[src/rtl/pong_game_ctrl_pkg.sv]
// Shared types and constants for the Pong game sequencer.
// Holds the FSM state encoding, datapath widths, default screen-geometry goal
// lines and a saturating score increment helper.
package pong_game_ctrl_pkg;

  localparam int unsigned Y_W     = 6;
  localparam int unsigned DY_W    = 3;
  localparam int unsigned SCORE_W = 4;
  localparam int unsigned DIV_W   = 4;
  localparam int unsigned CNT_W   = 6;
  localparam int unsigned HIT_W   = 4;
  localparam int unsigned STATE_W = 3;

  // Goal lines in ballY coordinates, shared with ball_move
  localparam int unsigned GOAL_TOP_DEF = 1;
  localparam int unsigned GOAL_BOT_DEF = 62;

  localparam logic [SCORE_W-1:0] SCORE_MAX = '1;

  typedef enum logic [STATE_W-1:0] {
    ST_IDLE      = 3'd0,
    ST_SERVE     = 3'd1,
    ST_PLAY      = 3'd2,
    ST_POINT     = 3'd3,
    ST_GAME_OVER = 3'd4
  } state_e;

  // Score increment that holds at the maximum representable value
  function automatic logic [SCORE_W-1:0] sat_inc(input logic [SCORE_W-1:0] s);
    return (s == SCORE_MAX) ? s : s + SCORE_W'(1);
  endfunction

endpackage

[src/rtl/pong_game_ctrl_tick_divider.sv]
// Frame-tick divider for ball motion.
// Ports: clk, rst_n (async active-low), load (cur_div <= div_in, div_cnt <= 0),
//        div_in[3:0], dec (cur_div--, saturating at MIN_DIV), en (count enable),
//        tick_in (frame tick), tick_out (combinational: tick_in that completes a period).
module pong_game_ctrl_tick_divider
  import pong_game_ctrl_pkg::*;
#(
  parameter int unsigned START_DIV = 4,
  parameter int unsigned MIN_DIV   = 1
) (
  input  logic             clk,
  input  logic             rst_n,
  input  logic             load,
  input  logic [DIV_W-1:0] div_in,
  input  logic             dec,
  input  logic             en,
  input  logic             tick_in,
  output logic             tick_out
);

  logic [DIV_W-1:0] div_cnt;
  logic [DIV_W-1:0] cur_div;
  logic             wrap;

  // >= rather than == so a divider that shrinks mid-period never lets div_cnt run away
  assign wrap     = (div_cnt >= (cur_div - DIV_W'(1)));
  assign tick_out = en & tick_in & wrap;

  always_ff @(posedge clk or negedge rst_n) begin
    if (!rst_n) begin
      div_cnt <= '0;
      cur_div <= DIV_W'(START_DIV);
    end else if (load) begin
      div_cnt <= '0;
      cur_div <= div_in;
    end else begin
      if (dec && (cur_div > DIV_W'(MIN_DIV))) begin
        cur_div <= cur_div - DIV_W'(1);
      end
      if (en && tick_in) begin
        div_cnt <= wrap ? '0 : div_cnt + DIV_W'(1);
      end
    end
  end

endmodule

[src/rtl/pong_game_ctrl.sv]
// Pong game sequencer: gates ball motion, serves, detects goals, keeps score.
// Ports: clk, rst_n (async active-low), frame_tick (per-frame pulse),
//        start_btn (start pulse), ballY[5:0], ball_dy[2:0] (signed dy),
//        move_tick / ball_rst (one-cycle strobes), score_top/score_bot[3:0],
//        game_over, winner_top, state[2:0]. All outputs registered.
module pong_game_ctrl
  import pong_game_ctrl_pkg::*;
#(
  parameter int unsigned START_DIV    = 4,
  parameter int unsigned MIN_DIV      = 1,
  parameter int unsigned RALLY_STEP   = 4,
  parameter int unsigned SERVE_FRAMES = 30,
  parameter int unsigned POINT_FRAMES = 45,
  parameter int unsigned WIN_SCORE    = 7,
  parameter int unsigned GOAL_TOP     = GOAL_TOP_DEF,
  parameter int unsigned GOAL_BOT     = GOAL_BOT_DEF
) (
  input  logic               clk,
  input  logic               rst_n,
  input  logic               frame_tick,
  input  logic               start_btn,
  input  logic [Y_W-1:0]     ballY,
  input  logic [DY_W-1:0]    ball_dy,
  output logic               move_tick,
  output logic               ball_rst,
  output logic [SCORE_W-1:0] score_top,
  output logic [SCORE_W-1:0] score_bot,
  output logic               game_over,
  output logic               winner_top,
  output logic [STATE_W-1:0] state
);

  state_e           state_q;
  logic [CNT_W-1:0] frame_cnt;
  logic [HIT_W-1:0] hit_cnt;
  logic             dy_sign_q;
  logic             in_play;
  logic             goal_top;
  logic             goal_bot;
  logic             bounce;
  logic             dec;
  logic             tick;
  logic             dy_unused;
  logic             win_reached;

  assign in_play     = (state_q == ST_PLAY);
  assign goal_top    = in_play && (ballY >= Y_W'(GOAL_BOT));  // top player scores
  assign goal_bot    = in_play && (ballY <= Y_W'(GOAL_TOP));  // bottom player scores
  assign bounce      = in_play && (ball_dy[DY_W-1] != dy_sign_q);
  assign dec         = bounce && (hit_cnt == HIT_W'(RALLY_STEP - 1));
  assign win_reached = (score_top == SCORE_W'(WIN_SCORE)) || (score_bot == SCORE_W'(WIN_SCORE));
  assign state       = state_q;
  // Only the direction sign of dy matters for bounce detection
  assign dy_unused   = |ball_dy[DY_W-2:0];

  // ball_rst is high exactly on the SERVE entry cycle, so it doubles as the divider reload
  pong_game_ctrl_tick_divider #(
    .START_DIV (START_DIV),
    .MIN_DIV   (MIN_DIV)
  ) u_div (
    .clk      (clk),
    .rst_n    (rst_n),
    .load     (ball_rst),
    .div_in   (DIV_W'(START_DIV)),
    .dec      (dec),
    .en       (in_play),
    .tick_in  (frame_tick),
    .tick_out (tick)
  );

  // Game FSM with counters, scores and registered strobes
  always_ff @(posedge clk or negedge rst_n) begin
    if (!rst_n) begin
      state_q    <= ST_IDLE;
      frame_cnt  <= '0;
      hit_cnt    <= '0;
      dy_sign_q  <= 1'b0;
      score_top  <= '0;
      score_bot  <= '0;
      move_tick  <= 1'b0;
      ball_rst   <= 1'b0;
      game_over  <= 1'b0;
      winner_top <= 1'b0;
    end else begin
      move_tick <= 1'b0;
      ball_rst  <= 1'b0;
      case (state_q)
        ST_IDLE, ST_GAME_OVER: begin
          if (start_btn) begin
            state_q    <= ST_SERVE;
            score_top  <= '0;
            score_bot  <= '0;
            frame_cnt  <= '0;
            hit_cnt    <= '0;
            ball_rst   <= 1'b1;
            game_over  <= 1'b0;
            winner_top <= 1'b0;
          end
        end
        ST_SERVE: begin
          if (frame_tick) begin
            if (frame_cnt == CNT_W'(SERVE_FRAMES - 1)) begin
              state_q   <= ST_PLAY;
              frame_cnt <= '0;
              dy_sign_q <= ball_dy[DY_W-1];
            end else begin
              frame_cnt <= frame_cnt + CNT_W'(1);
            end
          end
        end
        ST_PLAY: begin
          if (bounce) begin
            dy_sign_q <= ball_dy[DY_W-1];
            hit_cnt   <= dec ? '0 : hit_cnt + HIT_W'(1);
          end
          // A goal suppresses any coincident move strobe
          if (goal_top) begin
            score_top <= sat_inc(score_top);
            state_q   <= ST_POINT;
            frame_cnt <= '0;
          end else if (goal_bot) begin
            score_bot <= sat_inc(score_bot);
            state_q   <= ST_POINT;
            frame_cnt <= '0;
          end else begin
            move_tick <= tick;
          end
        end
        ST_POINT: begin
          if (frame_tick) begin
            if (frame_cnt == CNT_W'(POINT_FRAMES - 1)) begin
              frame_cnt <= '0;
              if (win_reached) begin
                state_q    <= ST_GAME_OVER;
                game_over  <= 1'b1;
                winner_top <= (score_top == SCORE_W'(WIN_SCORE));
              end else begin
                state_q  <= ST_SERVE;
                ball_rst <= 1'b1;
                hit_cnt  <= '0;
              end
            end else begin
              frame_cnt <= frame_cnt + CNT_W'(1);
            end
          end
        end
        default: state_q <= ST_IDLE;
      endcase
    end
  end

endmodule

[config.mk]
export PLATFORM = sky130hd
export DESIGN_NAME = pong_game_ctrl
export DESIGN_NICKNAME = d
export VERILOG_FILES = /design/src/rtl/pong_game_ctrl_pkg.sv /design/src/rtl/pong_game_ctrl_tick_divider.sv /design/src/rtl/pong_game_ctrl.sv
export SDC_FILE = /design/constraint.sdc
export NUM_CORES = 1
export LEC_CHECK = 0
export ABC_AREA = 1
export CAP_MARGIN = 40
export CORE_ASPECT_RATIO = 1.1
export CORE_UTILIZATION = 56
export DETAILED_ROUTE_END_ITERATION = 8
export PLACE_DENSITY_LB_ADDON = 0.25
export REMOVE_ABC_BUFFERS = 1
export SLEW_MARGIN = 40
export SYNTH_ARGS = -nofsm -noshare
export SYNTH_HDL_FRONTEND = slang
export SYNTH_SLANG_ARGS = --single-unit
export TNS_END_PERCENT = 30
[constraint.sdc]
create_clock -name clk -period 1.9 [get_ports clk]
set_input_delay 0.38 -clock clk [delete_from_list [all_inputs] [get_ports clk]]
set_output_delay 0.38 -clock clk [all_outputs]
set_load 0.02 [all_outputs]
# Yosys cells after proc, flatten, opt, wreduce, memory -nomap -nowiden
# Index checks and enable logic that the tools add are counted.
dict set report op_classes {
  mux 57
  n_lt_le_gt_ge 4
  n_div 0
  bitwise_logic 2
  shifts 0
  add_sub_neg 6
  mul 0
  eq_ne 26
  reduce_logical 23
}
# operator n
set op_table {}
lappend op_table {{$mux 4} 16}
lappend op_table {{$mux 6} 7}
lappend op_table {{$mux 3} 8}
lappend op_table {{$pmux 6 s4} 1}
lappend op_table {{$ne 2x2->1 const B} 10}
lappend op_table {{$mux 1} 17}
lappend op_table {{$add 4x1->4 const B} 4}
lappend op_table {{$pmux 4 s2} 2}
lappend op_table {{$reduce_and 5->1} 3}
lappend op_table {{$pmux 3 s4} 1}
lappend op_table {{$pmux 4 s3} 1}
lappend op_table {{$reduce_and 6->1} 2}
lappend op_table {{$reduce_bool 2->1} 5}
lappend op_table {{$eq 4x3->1 const B} 2}
lappend op_table {{$eq 4x4->1 const B} 2}
lappend op_table {{$pmux 1 s2} 4}
lappend op_table {{$reduce_and 4->1} 2}
lappend op_table {{$add 6x1->6 const B} 1}
lappend op_table {{$eq 3x2->1 const B} 2}
lappend op_table {{$eq 6x5->1 const B} 1}
lappend op_table {{$eq 6x6->1 const B} 1}
lappend op_table {{$ge 6x6->1 const B} 1}
lappend op_table {{$le 6x1->1 const B} 1}
lappend op_table {{$logic_and 1x1->1} 6}
lappend op_table {{15 further kinds} 18}
dict set report totals {
  elab_cells 130
  mem_count 0
  latchBits 0
  ram_bits 0
  output_inout_bits 15
  register_bits 34
  mem_bits_ro 0
}

# Longest topological paths before layout
# Gate-level depths: netlist (run 1).
dict set report logic_depth {
  depth_word 6
  depth_mapped 12
  mapped_depth_nobuf 12
}

# Cells and area by module
# From an unflattened synthesis (run 1), not the netlist that was laid out.
dict set report hier_totals {
  hier_cells 333
  area_unflattened_um2 2394.8
}
# module cells_each area_each_um2 seq_area_each_um2 n_inst
set by_module_without_submodules {}
lappend by_module_without_submodules {pong_game_ctrl 247 1771.7 650.6 1}
lappend by_module_without_submodules {pong_game_ctrl_tick_divider 86 623.1 201.4 1}

# Worst setup path after synthesis (run 1)
# Ideal clock, no wire load.
dict set report synth_timing {
  path_kind {reg2reg}
  from {reg u_div.cur_div[2]}
  to {reg u_div.div_cnt[0]}
  period_less_slack_ns 1.700
  required_time_ns 1.817
  setup_slack_ns 0.200
  t_arrival_ns 1.617
  path_stages_with_launch 13
  cell_sequence {dfstp_2 > nor2_1 > nand2_1 > xnor2_1 > inv_1 > ha_1 > nand2_1 > inv_1 > o21ai_0 > nand3_1 > nor2_2 > nand2_1 > o21ai_0}
}
dict set report synth_between {
  elab_chain_len 5
}
# item line
set synth_rtl {}
lappend synth_rtl {{from (decl)} pong_game_ctrl_tick_divider.sv:22} ;# logic [DIV_W-1:0] cur_div;
lappend synth_rtl {{from (signal assigned)} pong_game_ctrl_tick_divider.sv:32} ;# cur_div <= DIV_W'(START_DIV);
lappend synth_rtl {{from (signal assigned)} pong_game_ctrl_tick_divider.sv:35} ;# cur_div <= div_in;
lappend synth_rtl {{from (signal assigned)} pong_game_ctrl_tick_divider.sv:38} ;# cur_div <= cur_div - DIV_W'(1);
lappend synth_rtl {{$sub 4x1->4} pong_game_ctrl_tick_divider.sv:26} ;# assign wrap = (div_cnt >= (cur_div - DIV_W'(1)));
lappend synth_rtl {{$ge 4x4->1} pong_game_ctrl_tick_divider.sv:26}
lappend synth_rtl {{$mux 4} pong_game_ctrl_tick_divider.sv:41} ;# div_cnt <= wrap ? '0 : div_cnt + DIV_W'(1);
lappend synth_rtl {{$mux 4} pong_game_ctrl_tick_divider.sv:40} ;# if (en && tick_in) begin
lappend synth_rtl {{$mux 4} pong_game_ctrl_tick_divider.sv:33} ;# end else if (load) begin
lappend synth_rtl {{to (signal assigned)} pong_game_ctrl_tick_divider.sv:41}
lappend synth_rtl {{to (decl)} pong_game_ctrl_tick_divider.sv:21} ;# logic [DIV_W-1:0] div_cnt;
# No other way between the ends. The select of a mux whose other input is x is not followed.
# A chain may end at the register's enable or synchronous reset.

# Final worst setup path (run 1)
dict set report layout_timing {
  from {reg state_q[1] (netlist: state[1])}
  to {out state[1]}
}
# item line
set layout_rtl {}
lappend layout_rtl {{from (decl)} pong_game_ctrl.sv:33} ;# state_e state_q;
lappend layout_rtl {{from (signal assigned)} pong_game_ctrl.sv:74} ;# state_q <= ST_IDLE;
lappend layout_rtl {{from (signal assigned)} pong_game_ctrl.sv:90} ;# state_q <= ST_SERVE;
lappend layout_rtl {{from (signal assigned)} pong_game_ctrl.sv:103} ;# state_q <= ST_PLAY;
lappend layout_rtl {{to (decl)} pong_game_ctrl.sv:30} ;# output logic [STATE_W-1:0] state
# No word-level cell between the ends.

==> results of run 1 <==
## what timing repair did
item	in CTS	in global routing
endpoints found under the setup margin	4	5
hold buffers	0	0
pin swaps	6	5
setup buffers	2	2
gates resized for setup	7	8
## cells in the final DEF, fill, tap and decap left out, drive strengths merged
master / synthesis / routed
inv: 36 / 36
ha: 13 / 13
o22ai: 1 / 1
nor2: 34 / 34
nor3b: 1 / 1
a21oi: 9 / 9
nor3: 1 / 1
nand3b: 2 / 2
clkdlybuf4s50: 0 / 24
xor2: 7 / 7
buf: 2 / 8
o21ai: 22 / 22
o31ai: 1 / 1
bufinv: 0 / 1
clkbuf: 0 / 7
dfstp: 1 / 1
dfrtp: 33 / 33
xnor2: 4 / 4
nand3: 39 / 39
nand2: 107 / 107
clkinv: 1 / 1
nand4: 1 / 1
## per-layer routing
| layer | routed length, um | GRT usage (%) | up-vias |
|---|---|---|---|
| met3 | 126 | 5.39 | 8 |
| li1 | - | - | 1079 |
| met4 | 89 | 9.34 | 0 |
| met5 | 0 | 0 | - |
| met2 | 2560 | 44.3 | 32 |
| met1 | 2270 | 29.3 | 993 |
## final cells by class
class	instances	area, um^2	share of cell area, %
Multi-Input combinational cell	242	1410	49.0
Tap cell	52	65.1	2.26
Clock inverter	1	30.0	1.05
Timing Repair Buffer	32	300	10.5
Clock buffer	7	76.3	2.66
Sequential cell	34	852	29.7
Inverter	37	140	4.88
## per-stage QoR
stage	power, uW	hold WS [ns]	area [um^2]
CTS	3810	0.482	2830
global placement	2960	0.459	2680
floorplan	2500	0.0844	2340
global route	4230	0.498	2870
detailed placement	3020	0.465	2680
finish	3930	0.474	2870
## flip-flops by register name (all words and copies together), names as in the netlist
register       count
ball_rst           1
dy_sign_q          1
frame_cnt          6
game_over          1
hit_cnt            4
move_tick          1
score_bot          4
score_top          4
state              3
u_div.cur_div      4
u_div.div_cnt      4
winner_top         1
## worst paths after layout
check,start,endpoint,slack (ns),depth (start not counted)
worst max-delay path,state[1],state[1],0.09,1
worst min-delay path,game_over,game_over,0.47,2
worst max register to register,u_div.cur_div[1],move_tick,0.09,12
worst min register to register,game_over,game_over,0.47,2
max in group asynchronous,rst_n,u_div.cur_div[2],1.06,2
min in group asynchronous,rst_n,u_div.div_cnt[3],0.51,2
## logic make-up after synthesis
logic type | Yosys count
AO/OA/AOI/OAI | 33
XOR/XNOR | 11
adder cells (fa/ha/maj) | 13
buffers and inverters | 39
flip-flops | 34
AND/OR/NAND/NOR | 185
## where the power goes
group          internal (uW)  leakage (uW)  switching [uW]
logic                    845      0.000904            1370
clock network            393     0.0000524             267
registers                884      0.000459             169
total                   2120       0.00141            1810
==> results.ini, run 1 <==
[synthesis]
syn_area_per_cell_um2=7.50
yosys.area_share.simple_pct=37.7
ys_dominant_reg_cell=sky130_fd_sc_hd__dfrtp_1
top_cell_type_by_total_area_after_synthesis=sky130_fd_sc_hd__dfrtp_1
syn_area_um2=2360
yosysSeqAreaShare_pct=36.1
synth_xor_xnor_area_share_pct=4.08
synth_enable_flop_cells=0
post_synth_fa_ha_maj_area_fraction_pct=6.88
synth_compound_gate_area_share_pct=8.36
synth.cells.most_frequent=93 x sky130_fd_sc_hd__nand2_1, 36 x sky130_fd_sc_hd__nand3_1, 33 x sky130_fd_sc_hd__dfrtp_1
synth.yosys.warnings=0
post_synth_mux_area_share_pct=0
synth_most_common_cell=sky130_fd_sc_hd__nand2_1
cells_after_synth=315
synth.lib_cells_used.distinct=31
synthArstFlopShare_pct=100
synth_top_family_by_area=simple AND/OR/NAND/NOR gates
synth.area.top_cells=sky130_fd_sc_hd__dfrtp_1 35%, sky130_fd_sc_hd__nand2_1 15%, sky130_fd_sc_hd__nand3_1 7.6%
post-synth-top-area-fraction_pct=34.9
flops_latches_synth=34

[setup_path]
critPathSlowestCell=sky130_fd_sc_hd__clkdlybuf4s50_1
crit_path_max_fanout=6
crit_arrival_ns=1.43
cp_top_family=buffers and inverters
critical-path-max-stage-delay_ns=0.66
crit_path_cell_trace=clkdlybuf4s50_1
crit_buf_inv=1
crit_path_end_kind=output port
worst-setup-path-type=register to output port
critical_path_required_ns=1.52
start_kind=register

[timing]
timing.final.crit_share_pct=95.4
postLayoutSetupSlackWorst_ns=0.0873
finalHoldViolations=0
fmax_mhz=552
final.setup_skew_ns=0.00820
fin_crit_ns=1.81
timing_max_transition_violations_final=0
final-setup-viol-count=0
rsz_0062_raised_after_global_routing=true
worst_slew_pin_slew_ns=0.459
final.setup.tns_ns=0
slew_limit_headroom_pct=69.1

[cts]
clock_tree.root_cell=sky130_fd_sc_hd__clkbuf_8
cts_tree=done
insertion_delay_ns=0.29
clk_path_buf_depth=2
clk_transition_reported_paths_ns=0.07
cts_num_sinks=34
tritoncts.num_buffers=5
cts-htree-levels=2

[global_routing]
grt_antenna_before_repair=0
globalRouteOverflowTotal=0
grt_first_pass_wirelength_um=8630
grt_pass1_vias=2011
track_usage_pct=25.1
largest_net_degree_at_the_start_of_global_routing=35

[detailed_routing]
drc=0
drt_pre_antenna_iters=4
drt-wirelength-per-cell_um=12.5
wirelength_um=5050
antenna_violating_nets_left=0
detail_route.vias_per_cell=5.21
dr.first_iter.drc_count=101
detailed_route_via_count=2112

[final_layout]
fillerInstances=334
nets=378
utilization_pct=71.9
final_layout_size_suffix_gt1_share_pct=18.7
area_delta_synth_final_pct=21.5
layout.cells.non_filler=405
antenna-diode-count=0

[place]
globalplace.congestion=0.832
place_inst=393
io_buffer_count=24
placement.setup.worst_slack_ns=-0.0254
hpwl_um=3610

[floorplan]
core-area_um2=3990
die_w_um=63.9
fp-row-count=24
fp.dieArea_um2=4480
io_pins=28
floorplan.die.height_um=70.1
initial_utilization_pct=59.2

[worst_hold_path]
worstHoldPathType=register to register

[status]
outcome=finished clean

[pwr]
ir_worst_vdd_uv=766
p_per_area_nw_per_um2=1370
power.leakage_uw=0.00141

[flow_run]
maxCapViolations=0

Note: power is estimated with default switching activity, not from simulation.
==> run 2: changes to the inputs <==
--- a/config.mk
+++ b/config.mk
@@ -8,7 +8,8 @@
 export ABC_AREA = 1
 export CAP_MARGIN = 40
 export CORE_ASPECT_RATIO = 1.1
-export CORE_UTILIZATION = 56
+export CORE_MARGIN = 10
+export CORE_UTILIZATION = 40
 export DETAILED_ROUTE_END_ITERATION = 8
 export PLACE_DENSITY_LB_ADDON = 0.25
 export REMOVE_ABC_BUFFERS = 1
==> constraint.sdc (replaced) <==
create_clock -name clk -period 2.1 [get_ports clk]
set_input_delay 0.42 -clock clk [delete_from_list [all_inputs] [get_ports clk]]
set_output_delay 0.42 -clock clk [all_outputs]
set_load 0.02 [all_outputs]
==> run 2 against run 1 <==
  * Hold slack lost 0.0029 ns
  * Largest power group unchanged
  * Highest routed layer unchanged
  * Sequential share of layout area grew 0.62 points
  * Worst setup slack gained 0.12 ns
  * Clock-buffer cell count is the same
  * Power shrank 15%
  * First-iteration DRC count shrank 36%
  * Cell area shrank 2.0%
==> results.ini, run 2 (synthesis gave the netlist of run 1 again) <==
[floorplan]
initial_utilization_pct=41.0  ; -18 points
die_w_um=93.3  ; +46%
core-area_um2=5770  ; +44%
fp.dieArea_um2=9390  ; +110%
fp-row-count=29  ; +21%
floorplan.die.height_um=101  ; +43%
io_pins=28  ; unchanged

[timing]
finalHoldViolations=0  ; unchanged
worst_slew_pin_slew_ns=0.444  ; -0.0148 ns
fmax_mhz=529
timing.final.crit_share_pct=90.1
final.setup.tns_ns=0  ; unchanged
timing_max_transition_violations_final=0  ; unchanged
final.setup_skew_ns=0.00677  ; -0.00143 ns
rsz_0062_raised_after_global_routing=false
final-setup-viol-count=0  ; unchanged
fin_crit_ns=1.89
slew_limit_headroom_pct=70.4  ; +1.3 points

[setup_path]
critical_path_required_ns=2.31  ; +0.79 ns
crit_path_cell_trace=inv_1 -> ha_1 -> xnor2_1 -> ha_1 -> nand2_1 -> inv_1 -> o21ai_0 -> nand3_1 -> nor2_4 -> nand2_1 -> o21ai_0
critical-path-max-stage-delay_ns=0.41  ; -0.25 ns
worst-setup-path-type=register to register
critical_path.reg2reg.startpoint=u_div.cur_div[0]
crit_arrival_ns=2.10  ; +0.67 ns
reg2reg_path_depth=11  ; -1
start_kind=register
critical_path.reg2reg.endpoint=u_div.div_cnt[1]
cp_top_family=adder cells
crit_path_end=u_div.div_cnt[1]
crit_path_end_kind=register
r2r_setup_slack_ns=0.21  ; +0.12 ns
crit_buf_inv=2  ; +1
critical_path_depth=11  ; +10
timing.critical_path.from=u_div.cur_div[0]
critPathSlowestCell=sky130_fd_sc_hd__dfrtp_1
crit_path_max_fanout=4  ; -2

[pwr]
switching_power_uw=1520  ; -16%
p_per_area_nw_per_um2=1180  ; -14%
power.leakage_uw=0.00137  ; -3.0%
netSwitchingFraction_pct=45.6  ; -0.43 points
design_power_total_uw=3320  ; -15%
clockPowerShare_pct=18.8  ; +2.0 points
comb_power_share_pct=52.0  ; -4.4 points
power.internal_uw=1810  ; -15%
power_frac_seq_pct=29.2  ; +2.4 points
ir_worst_vdd_uv=514  ; -33%

[place]
globalplace.congestion=0.779  ; -6.4%
postPlaceCellArea_um2=2690  ; +0.61%
io_buffer_count=24  ; unchanged
hpwl_um=3850  ; +6.7%

[final_layout]
nets=372  ; -1.6%
final_common_cell=sky130_fd_sc_hd__nand2_1
final_layout_size_suffix_gt1_share_pct=14.7  ; -4.0 points
largest_register_ffs=6  ; unchanged
fillerInstances=582  ; +74%
area_delta_synth_final_pct=19.1
largest-register=frame_cnt
utilization_pct=48.8  ; -23 points
antenna-diode-count=0  ; unchanged
layout_common_cells=93 x sky130_fd_sc_hd__nand2_1, 36 x sky130_fd_sc_hd__nand3_1, 33 x sky130_fd_sc_hd__dfrtp_1, 29 x sky130_fd_sc_hd__inv_1, 24 x sky130_fd_sc_hd__clkdlybuf4s50_1
fin_area_um2=2810  ; -2.0%

[detailed_routing]
antenna_violating_nets_left=0  ; unchanged
drc=0  ; unchanged
detailed_route_via_count=2047  ; -3.1%
wirelength_um=4980  ; -1.3%
detail_route.vias_per_cell=4.83  ; -7.4%
dr.first_iter.drc_count=65  ; -36%
drt-wirelength-per-cell_um=11.7  ; -5.8%
drt_pre_antenna_iters=4  ; unchanged

[flow_run]
maxCapViolations=0  ; unchanged

[global_routing]
globalRouteOverflowTotal=0  ; unchanged
grt_antenna_before_repair=0  ; unchanged
grt_first_pass_wirelength_um=8560  ; -0.80%
grt_pass1_vias=1883  ; -6.4%
largest_net_degree_at_the_start_of_global_routing=35  ; unchanged
track_usage_pct=11.2  ; -14 points

[worst_hold_path]
worstHoldPathType=register to register
beginning_of_the_worst_hold_path=winner_top

[cts]
cts_num_sinks=34  ; unchanged
clk_path_buf_depth=2  ; unchanged
insertion_delay_ns=0.29  ; about the same
tritoncts.num_buffers=5  ; unchanged
clock_tree.root_cell=sky130_fd_sc_hd__clkbuf_8
cts_tree=done
clk_transition_reported_paths_ns=0.07  ; about the same
cts-htree-levels=2  ; unchanged

[status]
outcome=finished clean

## run 2: power groups by stage
stage                     Clock (uW)  Combinational [uW]  Sequential (uW)
after floorplan                    0                1260             1010
after global placement             0                1720              976
after detailed placement           0                1730              984
after CTS                        648                1740              971
after global routing             685                1950              996
final                            625                1730              970
## run 2: metrics by stage
stage	setup WS (ns)	hold slack (ns)	std cells
after floorplan	0.400	0.124	313
after detailed placement	0.193	0.461	416
after global routing	0.00899	0.497	424
after global placement	0.215	0.460	416
final	0.208	0.471	424
after CTS	0.173	0.477	424
## run 2: worst min path at each step
| stage | to | depth (start not counted) |
|---|---|---|
| finish | winner_top | 2 |
| global route | winner_top | 2 |
| CTS | winner_top | 2 |
| detailed placement | winner_top | 2 |
| global placement | game_over | 2 |
| floorplan | ball_rst | 0 |
## run 2: per-layer routing
| layer | GRT usage, % | up-vias | share of wire [%] |
|---|---|---|---|
| met1 | 13.4 | 933 | 46 |
| met3 | 3.80 | 8 | 4.0 |
| met5 | 0 | - | 0 |
| met4 | 4.39 | 0 | 1.8 |
| li1 | - | 1072 | - |
| met2 | 17.8 | 34 | 48 |
## run 2: worst reg2reg max path, stage by stage, from the launching register on
cell	delay, ns
sky130_fd_sc_hd__dfrtp_1	0.41
sky130_fd_sc_hd__inv_1	0.10
sky130_fd_sc_hd__ha_1	0.23
sky130_fd_sc_hd__xnor2_1	0.21
sky130_fd_sc_hd__ha_1	0.26
sky130_fd_sc_hd__nand2_1	0.06
sky130_fd_sc_hd__inv_1	0.04
sky130_fd_sc_hd__o21ai_0	0.07
sky130_fd_sc_hd__nand3_1	0.16
sky130_fd_sc_hd__nor2_4	0.15
sky130_fd_sc_hd__nand2_1	0.06
sky130_fd_sc_hd__o21ai_0	0.07
## run 2: what timing repair did
action | in CTS | in global routing
buffers inserted | 0 | 0
endpoints found under the setup margin | 0 | 4
hold buffers | 0 | 0
resized for setup | 0 | 1
## run 2: final cells by class
class,instances,area [um^2],area share (%)
multi-input cells,242,1350,48.1
flip-flops and latches,34,852,30.3
repair buffers,26,255,9.07
inverters,37,140,4.98
well taps,77,96.3,3.42
clock buffers,7,86.3,3.07
clock inverters,1,30.0,1.07
